`src/rtl/op_handler_sequencer_if.sv`:
```
// op_handler_sequencer_if: opcode handshake, handler control and position signals of the sequencer
interface op_handler_sequencer_if #(
    parameter int CMD_W = 8,
    parameter int POS_W = 16
);
    logic                    op_valid;
    logic [CMD_W-1:0]        op_cmd;
    logic                    op_rdy;
    logic [1:0]              hnd_sel;
    logic [2:0]              hnd_rdy;
    logic [2:0]              hnd_trigger;
    logic [2:0]              hnd_done;
    logic                    pos_update;
    logic signed [POS_W-1:0] new_x;
    logic signed [POS_W-1:0] new_y;
    logic signed [POS_W-1:0] cur_x;
    logic signed [POS_W-1:0] cur_y;
    logic                    op_done;
    logic                    busy;
    logic                    unknown_cmd;
    logic                    timeout_err;
    logic                    clr_err;

    modport master (
        input  op_valid, op_cmd, hnd_rdy, hnd_done, pos_update, new_x, new_y, clr_err,
        output op_rdy, hnd_sel, hnd_trigger, cur_x, cur_y, op_done, busy, unknown_cmd, timeout_err
    );

    modport slave (
        output op_valid, op_cmd, hnd_rdy, hnd_done, pos_update, new_x, new_y, clr_err,
        input  op_rdy, hnd_sel, hnd_trigger, cur_x, cur_y, op_done, busy, unknown_cmd, timeout_err
    );
endinterface

```
`src/rtl/op_handler_sequencer.sv`:
```
// op_handler_sequencer: accepts one opcode at a time, selects and triggers its handler, waits for done with a watchdog, tracks position
module op_handler_sequencer #(
    parameter int               CMD_W          = 8,
    parameter int               POS_W          = 16,
    parameter int               TIMEOUT_CYCLES = 2**20,
    parameter logic [CMD_W-1:0] OP_G00         = CMD_W'(0),
    parameter logic [CMD_W-1:0] OP_G01         = CMD_W'(1),
    parameter logic [CMD_W-1:0] OP_G02         = CMD_W'(2),
    parameter logic [CMD_W-1:0] OP_G03         = CMD_W'(3),
    parameter logic [CMD_W-1:0] OP_G90         = CMD_W'(90),
    parameter logic [CMD_W-1:0] OP_G91         = CMD_W'(91),
    parameter logic [CMD_W-1:0] OP_M05         = CMD_W'(105)
) (
    input logic                  clk,
    input logic                  reset,
    op_handler_sequencer_if.master bus
);
    typedef enum logic [1:0] {S_IDLE, S_SETTLE, S_ARM, S_WAIT} state_t;

    localparam int WD_W = TIMEOUT_CYCLES > 0 ? $clog2(TIMEOUT_CYCLES + 1) : 1;

    state_t                  r_state, w_next;
    logic [1:0]              r_sel, w_dec_sel;
    logic                    w_dec_unknown, w_accept, w_fire, w_done, w_timeout;
    logic [2:0]              r_trigger;
    logic [WD_W-1:0]         r_wd, w_wd_inc;
    logic                    r_op_done, r_unknown, r_err;
    logic signed [POS_W-1:0] r_cur_x, r_cur_y;

    assign w_wd_inc = r_wd + WD_W'(1);

    // decode the offered opcode into a handler select; unrecognised codes go to the dummy handler
    always_comb begin
        w_dec_sel     = (bus.op_cmd == OP_G00 || bus.op_cmd == OP_G01) ? 2'd0 :
                        (bus.op_cmd == OP_G02 || bus.op_cmd == OP_G03) ? 2'd1 : 2'd2;
        w_dec_unknown = !(bus.op_cmd == OP_G00 || bus.op_cmd == OP_G01 || bus.op_cmd == OP_G02 ||
                          bus.op_cmd == OP_G03 || bus.op_cmd == OP_M05 || bus.op_cmd == OP_G90 ||
                          bus.op_cmd == OP_G91);
    end

    // state register
    always_ff @(posedge clk or posedge reset) begin
        if (reset) r_state <= S_IDLE;
        else       r_state <= w_next;
    end

    // next state; done is ignored while the trigger pulse is still out, and beats a same-cycle timeout
    always_comb begin
        w_next    = r_state;
        w_accept  = 1'b0;
        w_fire    = 1'b0;
        w_done    = 1'b0;
        w_timeout = 1'b0;
        case (r_state)
            S_IDLE: begin
                w_accept = bus.op_valid;
                w_next   = bus.op_valid ? S_SETTLE : S_IDLE;
            end
            S_SETTLE: w_next = S_ARM;
            S_ARM: begin
                w_fire = bus.hnd_rdy[r_sel];
                w_next = bus.hnd_rdy[r_sel] ? S_WAIT : S_ARM;
            end
            S_WAIT: begin
                w_done    = bus.hnd_done[r_sel] && r_trigger == 3'b000;
                w_timeout = !w_done && TIMEOUT_CYCLES != 0 && w_wd_inc == WD_W'(TIMEOUT_CYCLES);
                w_next    = (w_done || w_timeout) ? S_IDLE : S_WAIT;
            end
            default: w_next = S_IDLE;
        endcase
    end

    // handler select, trigger pulse, watchdog, status pulses and sticky timeout error
    always_ff @(posedge clk or posedge reset) begin
        if (reset) begin
            r_sel     <= 2'd2;
            r_trigger <= 3'b000;
            r_wd      <= '0;
            r_op_done <= 1'b0;
            r_unknown <= 1'b0;
            r_err     <= 1'b0;
        end else begin
            r_sel     <= w_accept ? w_dec_sel : r_sel;
            r_trigger <= w_fire ? 3'b001 << r_sel : 3'b000;
            r_wd      <= w_fire ? '0 : (r_state == S_WAIT ? w_wd_inc : r_wd);
            r_op_done <= w_done;
            r_unknown <= w_accept && w_dec_unknown;
            r_err     <= w_timeout || (r_err && !bus.clr_err);
        end
    end

    // committed position follows the muxed position strobe in any state
    always_ff @(posedge clk or posedge reset) begin
        if (reset) begin
            r_cur_x <= '0;
            r_cur_y <= '0;
        end else if (bus.pos_update) begin
            r_cur_x <= bus.new_x;
            r_cur_y <= bus.new_y;
        end
    end

    assign bus.op_rdy      = r_state == S_IDLE;
    assign bus.busy        = r_state != S_IDLE;
    assign bus.hnd_sel     = r_sel;
    assign bus.hnd_trigger = r_trigger;
    assign bus.op_done     = r_op_done;
    assign bus.unknown_cmd = r_unknown;
    assign bus.timeout_err = r_err;
    assign bus.cur_x       = r_cur_x;
    assign bus.cur_y       = r_cur_y;
endmodule

```
`src/flat_wrapper.sv`:
```
// flat-port wrapper written by rule: the top's interface ports become plain ports
module op_handler_sequencer_flat 
#(
    parameter int               CMD_W          = 8,
    parameter int               POS_W          = 16,
    parameter int               TIMEOUT_CYCLES = 2**20,
    parameter logic [CMD_W-1:0] OP_G00         = CMD_W'(0),
    parameter logic [CMD_W-1:0] OP_G01         = CMD_W'(1),
    parameter logic [CMD_W-1:0] OP_G02         = CMD_W'(2),
    parameter logic [CMD_W-1:0] OP_G03         = CMD_W'(3),
    parameter logic [CMD_W-1:0] OP_G90         = CMD_W'(90),
    parameter logic [CMD_W-1:0] OP_G91         = CMD_W'(91),
    parameter logic [CMD_W-1:0] OP_M05         = CMD_W'(105)
)
  (clk, reset, bus_op_valid, bus_op_cmd, bus_hnd_rdy, bus_hnd_done, bus_pos_update, bus_new_x, bus_new_y, bus_clr_err, bus_op_rdy, bus_hnd_sel, bus_hnd_trigger, bus_cur_x, bus_cur_y, bus_op_done, bus_busy, bus_unknown_cmd, bus_timeout_err);
  op_handler_sequencer_if #(.CMD_W(CMD_W), .POS_W(POS_W)) bus_i ();
  input logic clk;
  input logic reset;
  input wire logic [$bits(bus_i.op_valid)-1:0] bus_op_valid;
  input wire logic [$bits(bus_i.op_cmd)-1:0] bus_op_cmd;
  input wire logic [$bits(bus_i.hnd_rdy)-1:0] bus_hnd_rdy;
  input wire logic [$bits(bus_i.hnd_done)-1:0] bus_hnd_done;
  input wire logic [$bits(bus_i.pos_update)-1:0] bus_pos_update;
  input wire logic [$bits(bus_i.new_x)-1:0] bus_new_x;
  input wire logic [$bits(bus_i.new_y)-1:0] bus_new_y;
  input wire logic [$bits(bus_i.clr_err)-1:0] bus_clr_err;
  output wire logic [$bits(bus_i.op_rdy)-1:0] bus_op_rdy;
  output wire logic [$bits(bus_i.hnd_sel)-1:0] bus_hnd_sel;
  output wire logic [$bits(bus_i.hnd_trigger)-1:0] bus_hnd_trigger;
  output wire logic [$bits(bus_i.cur_x)-1:0] bus_cur_x;
  output wire logic [$bits(bus_i.cur_y)-1:0] bus_cur_y;
  output wire logic [$bits(bus_i.op_done)-1:0] bus_op_done;
  output wire logic [$bits(bus_i.busy)-1:0] bus_busy;
  output wire logic [$bits(bus_i.unknown_cmd)-1:0] bus_unknown_cmd;
  output wire logic [$bits(bus_i.timeout_err)-1:0] bus_timeout_err;
  assign bus_i.op_valid = bus_op_valid;
  assign bus_i.op_cmd = bus_op_cmd;
  assign bus_i.hnd_rdy = bus_hnd_rdy;
  assign bus_i.hnd_done = bus_hnd_done;
  assign bus_i.pos_update = bus_pos_update;
  assign bus_i.new_x = bus_new_x;
  assign bus_i.new_y = bus_new_y;
  assign bus_i.clr_err = bus_clr_err;
  assign bus_op_rdy = bus_i.op_rdy;
  assign bus_hnd_sel = bus_i.hnd_sel;
  assign bus_hnd_trigger = bus_i.hnd_trigger;
  assign bus_cur_x = bus_i.cur_x;
  assign bus_cur_y = bus_i.cur_y;
  assign bus_op_done = bus_i.op_done;
  assign bus_busy = bus_i.busy;
  assign bus_unknown_cmd = bus_i.unknown_cmd;
  assign bus_timeout_err = bus_i.timeout_err;
  op_handler_sequencer #(.CMD_W(CMD_W), .POS_W(POS_W), .TIMEOUT_CYCLES(TIMEOUT_CYCLES), .OP_G00(OP_G00), .OP_G01(OP_G01), .OP_G02(OP_G02), .OP_G03(OP_G03), .OP_G90(OP_G90), .OP_G91(OP_G91), .OP_M05(OP_M05)) u_core (.clk(clk), .reset(reset), .bus(bus_i));
endmodule
```
`config.mk`:
```
export PLATFORM = sky130hd
export DESIGN_NAME = op_handler_sequencer_flat
export DESIGN_NICKNAME = d
export VERILOG_FILES = /design/src/rtl/op_handler_sequencer_if.sv /design/src/rtl/op_handler_sequencer.sv /design/src/flat_wrapper.sv
export SDC_FILE = /design/constraint.sdc
export NUM_CORES = 1
export LEC_CHECK = 0
export CORE_ASPECT_RATIO = 0.9
export CORE_UTILIZATION = 50
export DETAILED_ROUTE_END_ITERATION = 8
export PLACE_DENSITY = 0.84
export SLEW_MARGIN = 40
export SYNTH_ARGS = -nofsm -noshare
export SYNTH_HDL_FRONTEND = slang
export SYNTH_SLANG_ARGS = --single-unit
```
`constraint.sdc`:
```
create_clock -name clk -period 7 [get_ports clk]
set_input_delay 1.4 -clock clk [delete_from_list [all_inputs] [get_ports clk]]
set_output_delay 1.4 -clock clk [all_outputs]
set_load 0.01 [all_outputs]
```
* Yosys cells after proc, flatten, opt, wreduce, memory -nomap -nowiden
Index checks and enable logic that the tools add are counted.
Storage, ports and cells: register bits after elaboration 63
Cells by class: equality and inequality tests 10, add/sub/neg operators 1, order comparisons 1, reductions and logical operators 21, shifts and indexed selects 1, multiplexer cells 17
Operators by type and width (number):
- $mux 21 | 2
- $eq 8x7->1 const B | 3
- $add 21x1->21 const B | 1
- $eq 21x21->1 const B | 1
- $eq 8x2->1 const B | 2
- $logic_or 1x1->1 | 9
- $eq 8x1->1 const B | 1
- $logic_not 8->1 | 1
- $mux 1 | 8
- $pmux 2 s4 | 1
- $mux 2 | 3
- $bmux 1 s2 | 2
- $eq 2x2->1 const B | 2
- $logic_and 1x1->1 | 4
- $reduce_bool 2->1 | 2
- $logic_not 1->1 | 3
- $logic_not 3->1 | 1
- $lt 2x3->1 const B | 1
- $mux 3 | 1
- $shl 1x2->3 const A | 1
- $eq 2x1->1 const B | 1
- $logic_not 2->1 | 1

* Longest topological paths before layout
depth after elaboration 9, gate-level depth with buffers 9, mapped depth without buffers 7

* Least setup slack after synthesis
OpenSTA, ideal clock, no wires.
kind input port to flip-flop, start input bus_hnd_rdy[1], end register u_core.r_wd[5], data required time 6890 ps, setup time 110 ps, slack 4390 ps, path buffers 2, data arrival time 2499 ps, cell stages on the path 8, cell sequence mux2i_1 o21ai_0 nand2_1 and2_1 clkbuf_1 clkbuf_1 o21ai_0 o41ai_1
On the way: longest elaborated chain between the ends 4, elaborated cells between the ends (all ways) 5, classes of those cells mux (4); reduce/logical (1)
Ends and longest elaborated chain:
- from (decl) | line flat_wrapper.sv:21 | input wire logic [$bits(bus_i.hnd_rdy)-1:0] bus_hnd_rdy;
- $bmux 1 s2 * | line op_handler_sequencer.sv:61 | w_fire = bus.hnd_rdy[r_sel];
- $mux 1 (not written as such) * | line op_handler_sequencer.sv:61
- $mux 1 * | line op_handler_sequencer.sv:54 | case (r_state)
- $mux 21 or $reduce_bool 2->1 (tied branches)
- to (signal assigned) | line op_handler_sequencer.sv:85 | r_wd <= w_fire ? '0 : (r_state == S_WAIT ? w_wd_inc : r_wd);
- to (decl) | line op_handler_sequencer.sv:26 | logic [WD_W-1:0] r_wd, w_wd_inc;
Mark *: on every way between the ends. The rest lies on a longest branch, timed or not. The select of a mux whose other input is x is not followed. A chain may end at the register's enable or synchronous reset.

* Worst setup path after layout
start register u_core.r_state[0], end output bus_op_rdy
On the way: longest elaborated chain between the ends 1
Ends and longest elaborated chain:
- from (decl) | line op_handler_sequencer.sv:22 | state_t r_state, w_next;
- from (signal assigned) | line op_handler_sequencer.sv:44 | else r_state <= w_next;
- $logic_not 2->1 | line op_handler_sequencer.sv:103 | assign bus.op_rdy = r_state == S_IDLE;
- to (decl) | line flat_wrapper.sv:27 | output wire logic [$bits(bus_i.op_rdy)-1:0] bus_op_rdy;
Every way passes these cells.

==> impl_metrics.toml <==
[run_status]
outcome = "complete, no violations"

[synthesis]
synth_area_per_cell_um2 = 10.2
seq_area_frac_synth = 0.499
synth_seq_cells = 63
yosysUniqueCellTypes = 51
ys_warn_count = 0
syn_area_um2 = 3160
ys_top_cells_by_area = "dfrtp_1 49%, mux2_2 11%, o21ai_0 5.7%"
synthesis.nets = 362
yosys.area.top_type = "dfrtp_1"
syn_inst = 310
synth_top_area_frac = 0.491

[cts]
cts-root-buf = "clkbuf_8"
clock_sinks = 63
clock_path_buffers = 2
h-tree-depth = 3
cts_resized = 0
cts_buffers = 9
cts_hold_buf = 0
clock_latency_ps = 350
cts_setup_buffers = 0
cts_tree = "yes"
path_clk_slew_ps = 70

[power]
ir_drop_mv = 0.237
power.density_nw_per_um2 = 251
power.leakage_nw = 1.73

[routing]
routed_wl_mm = 8.40
wl_met2_mm = 4.29
drcViolationCount = 0
final_antenna_net_count = 0
top_layer_used = "met4"
dr_wl_met3_um = 508
num_vias = 2877
routedWlPerCell_um = 17.4
drt-initial-drc-count = 242
via_per_inst = 5.94
wl_met1_mm = 3.35
drtPass1Iterations = 5

[timing]
final.setup_skew_ps = 11.1
finalSetupTns_ps = 0
finalCritPeriodShare = 0.454
hold_viol = 0
finalSetupViolCount = 0
tightest_slew_ps = 756
max_freq_mhz = 315
drv_slew = 0
relSlewSlack = 0.492
timing.final.crit_period_ps = 3180
rsz0062_at_grt = "no"

[global_routing]
antenna_found_initial = 0
grt_overflow = 0
grt_pass1_wl_mm = 13.8
grt_pass1_vias = 2778
gr-usage-all-layers = 0.270
grt_max_degree = 64

[cells_and_area]
fin_nets = 444
drive_above_1_share = 0.154
layout_common_cells = "92 x clkdlybuf4s50_1, 62 x dfrtp_1, 36 x o21ai_0"
layout_commonest_cell = "clkdlybuf4s50_1"
diodes = 0
syn_to_final_growth_pct = 37.1
final_cell_count_no_fill = 484
final_util = 0.709

[die]
rows = 27
ioPinCount = 93
coreArea_um2 = 6110
initial_utilization = 0.517
fp.dieW_um = 85.8
dieArea_um2 = 6650
die_y_um = 77.5

[critical_path]
critPathBufInv = 2
crit_path_end_kind = "output port"
worstSetupPathType = "reg2out"
cpMaxStageDelayCell = "clkdlybuf4s50_1"
cp_cell_sequence = "or2_2, inv_1, clkdlybuf4s50_1"
worstSetupStartpointType = "flip-flop"
reg2reg_setup_slack_ps = 4290
reg2regPathDepth = 7
cpPeakStageDelay_ps = 540
arrival_ps = 1780
reg2reg_to = "u_core.r_state[1]"
timing.rr.start = "u_core.r_wd[1]"
critPathRequiredTime_ps = 5600
cp_max_fo = 8
cp_top_family = "buffers and inverters"

[place]
port_buffers = 92
gp_congestion = 0.885
dp.cells = 468
dpl.hpwl_mm = 5.67

[hold_path]
hp-start = "u_core.bus.cur_x[5]"
hold_path_depth = 1
hold_end = "u_core.bus.cur_x[5]"
hp-class = "reg2reg"

[run]
max_cap_violations = 0
metrics by stage:
step | power (mW) | area, um2 | hold slack, ps | setup slack (ps)
2_1_floorplan | 0.613 | 3160 | 459 | 4030
3_3_place_gp | 0.739 | 4110 | 487 | 3860
3_5_place_dp | 0.752 | 4110 | 495 | 3790
4_1_cts | 1.09 | 4320 | 510 | 3830
5_1_grt | 1.14 | 4340 | 513 | 3750
6_report | 1.09 | 4340 | 504 | 3820
sequential cells by signal, summed over array words and instances (netlist names):
name	flops
u_core.r_wd	21
u_core.bus.cur_x	16
u_core.bus.cur_y	16
u_core.bus.hnd_trigger	3
u_core.bus.hnd_sel	2
u_core.r_state	2
u_core.bus.op_done	1
u_core.bus.timeout_err	1
u_core.bus.unknown_cmd	1
cells by family after synthesis:
group	synth area share
compound gates	0.139
fa+ha+maj	0.00396
flops	0.499
simple gates	0.189
buf+inv	0.0356
xor+xnor	0.0138
mux	0.120
worst max path at each step:
stage	to	start	cells after the start	slack (ps)
floorplan	u_core.bus.cur_x[0]	reset	1	4030
global placement	u_core.r_wd[5]	bus_hnd_rdy[1]	7	3860
detailed placement	u_core.r_wd[10]	bus_hnd_rdy[0]	7	3790
CTS	bus_op_rdy	u_core.r_state[0]	3	3830
global route	bus_op_rdy	u_core.r_state[0]	3	3750
finish	bus_op_rdy	u_core.r_state[0]	3	3820
per-layer routing:
| metal | global-route usage | vias up |
|---|---|---|
| met5 | 0 | - |
| met1 | 0.324 | 1393 |
| met4 | 0.120 | 0 |
| li1 | - | 1315 |
| met2 | 0.457 | 140 |
| met3 | 0.0681 | 29 |
power breakdown:
| group | internal, mW | switching (mW) | leakage [nW] |
|---|---|---|---|
| Clock | 0.193 | 0.143 | 0.109 |
| Combinational | 0.140 | 0.158 | 0.824 |
| Sequential | 0.408 | 0.0443 | 0.794 |
cells in the mapped netlist, drive strengths merged:
master,n
nor4b,2
or4,2
or2,1
o211ai,1
and3,6
nor2,16
or3,7
xor2,2
o31a,1
a211o,1
inv,5
buf,8
o22ai,1
dfstp,1
nor3,5
a221oi,1
o21ai,36
clkbuf,15
and2,4
a211oi,2
a21o,1
nor4bb,1
mux2,32
and4,1
a2111oi,1
nand3b,2
a31o,3
ha,1
a41oi,3
a21oi,4
a31oi,5
a22o,1
dfrtp,62
nor4,7
o41ai,1
nand3,12
nand2,27
o31ai,6
xnor2,3
nand4,16
mux2i,2
a311oi,1
a21boi,1
final cells by class:
cell class	count	area, um2
clock inverter	3	40.0
tap	87	109
timing repair buffer	94	940
inverter	5	18.8
multi-input combinational	219	1480
fill	454	1780
sequential	63	1580
clock buffer	13	169
(Power assumes the default switching activity.)
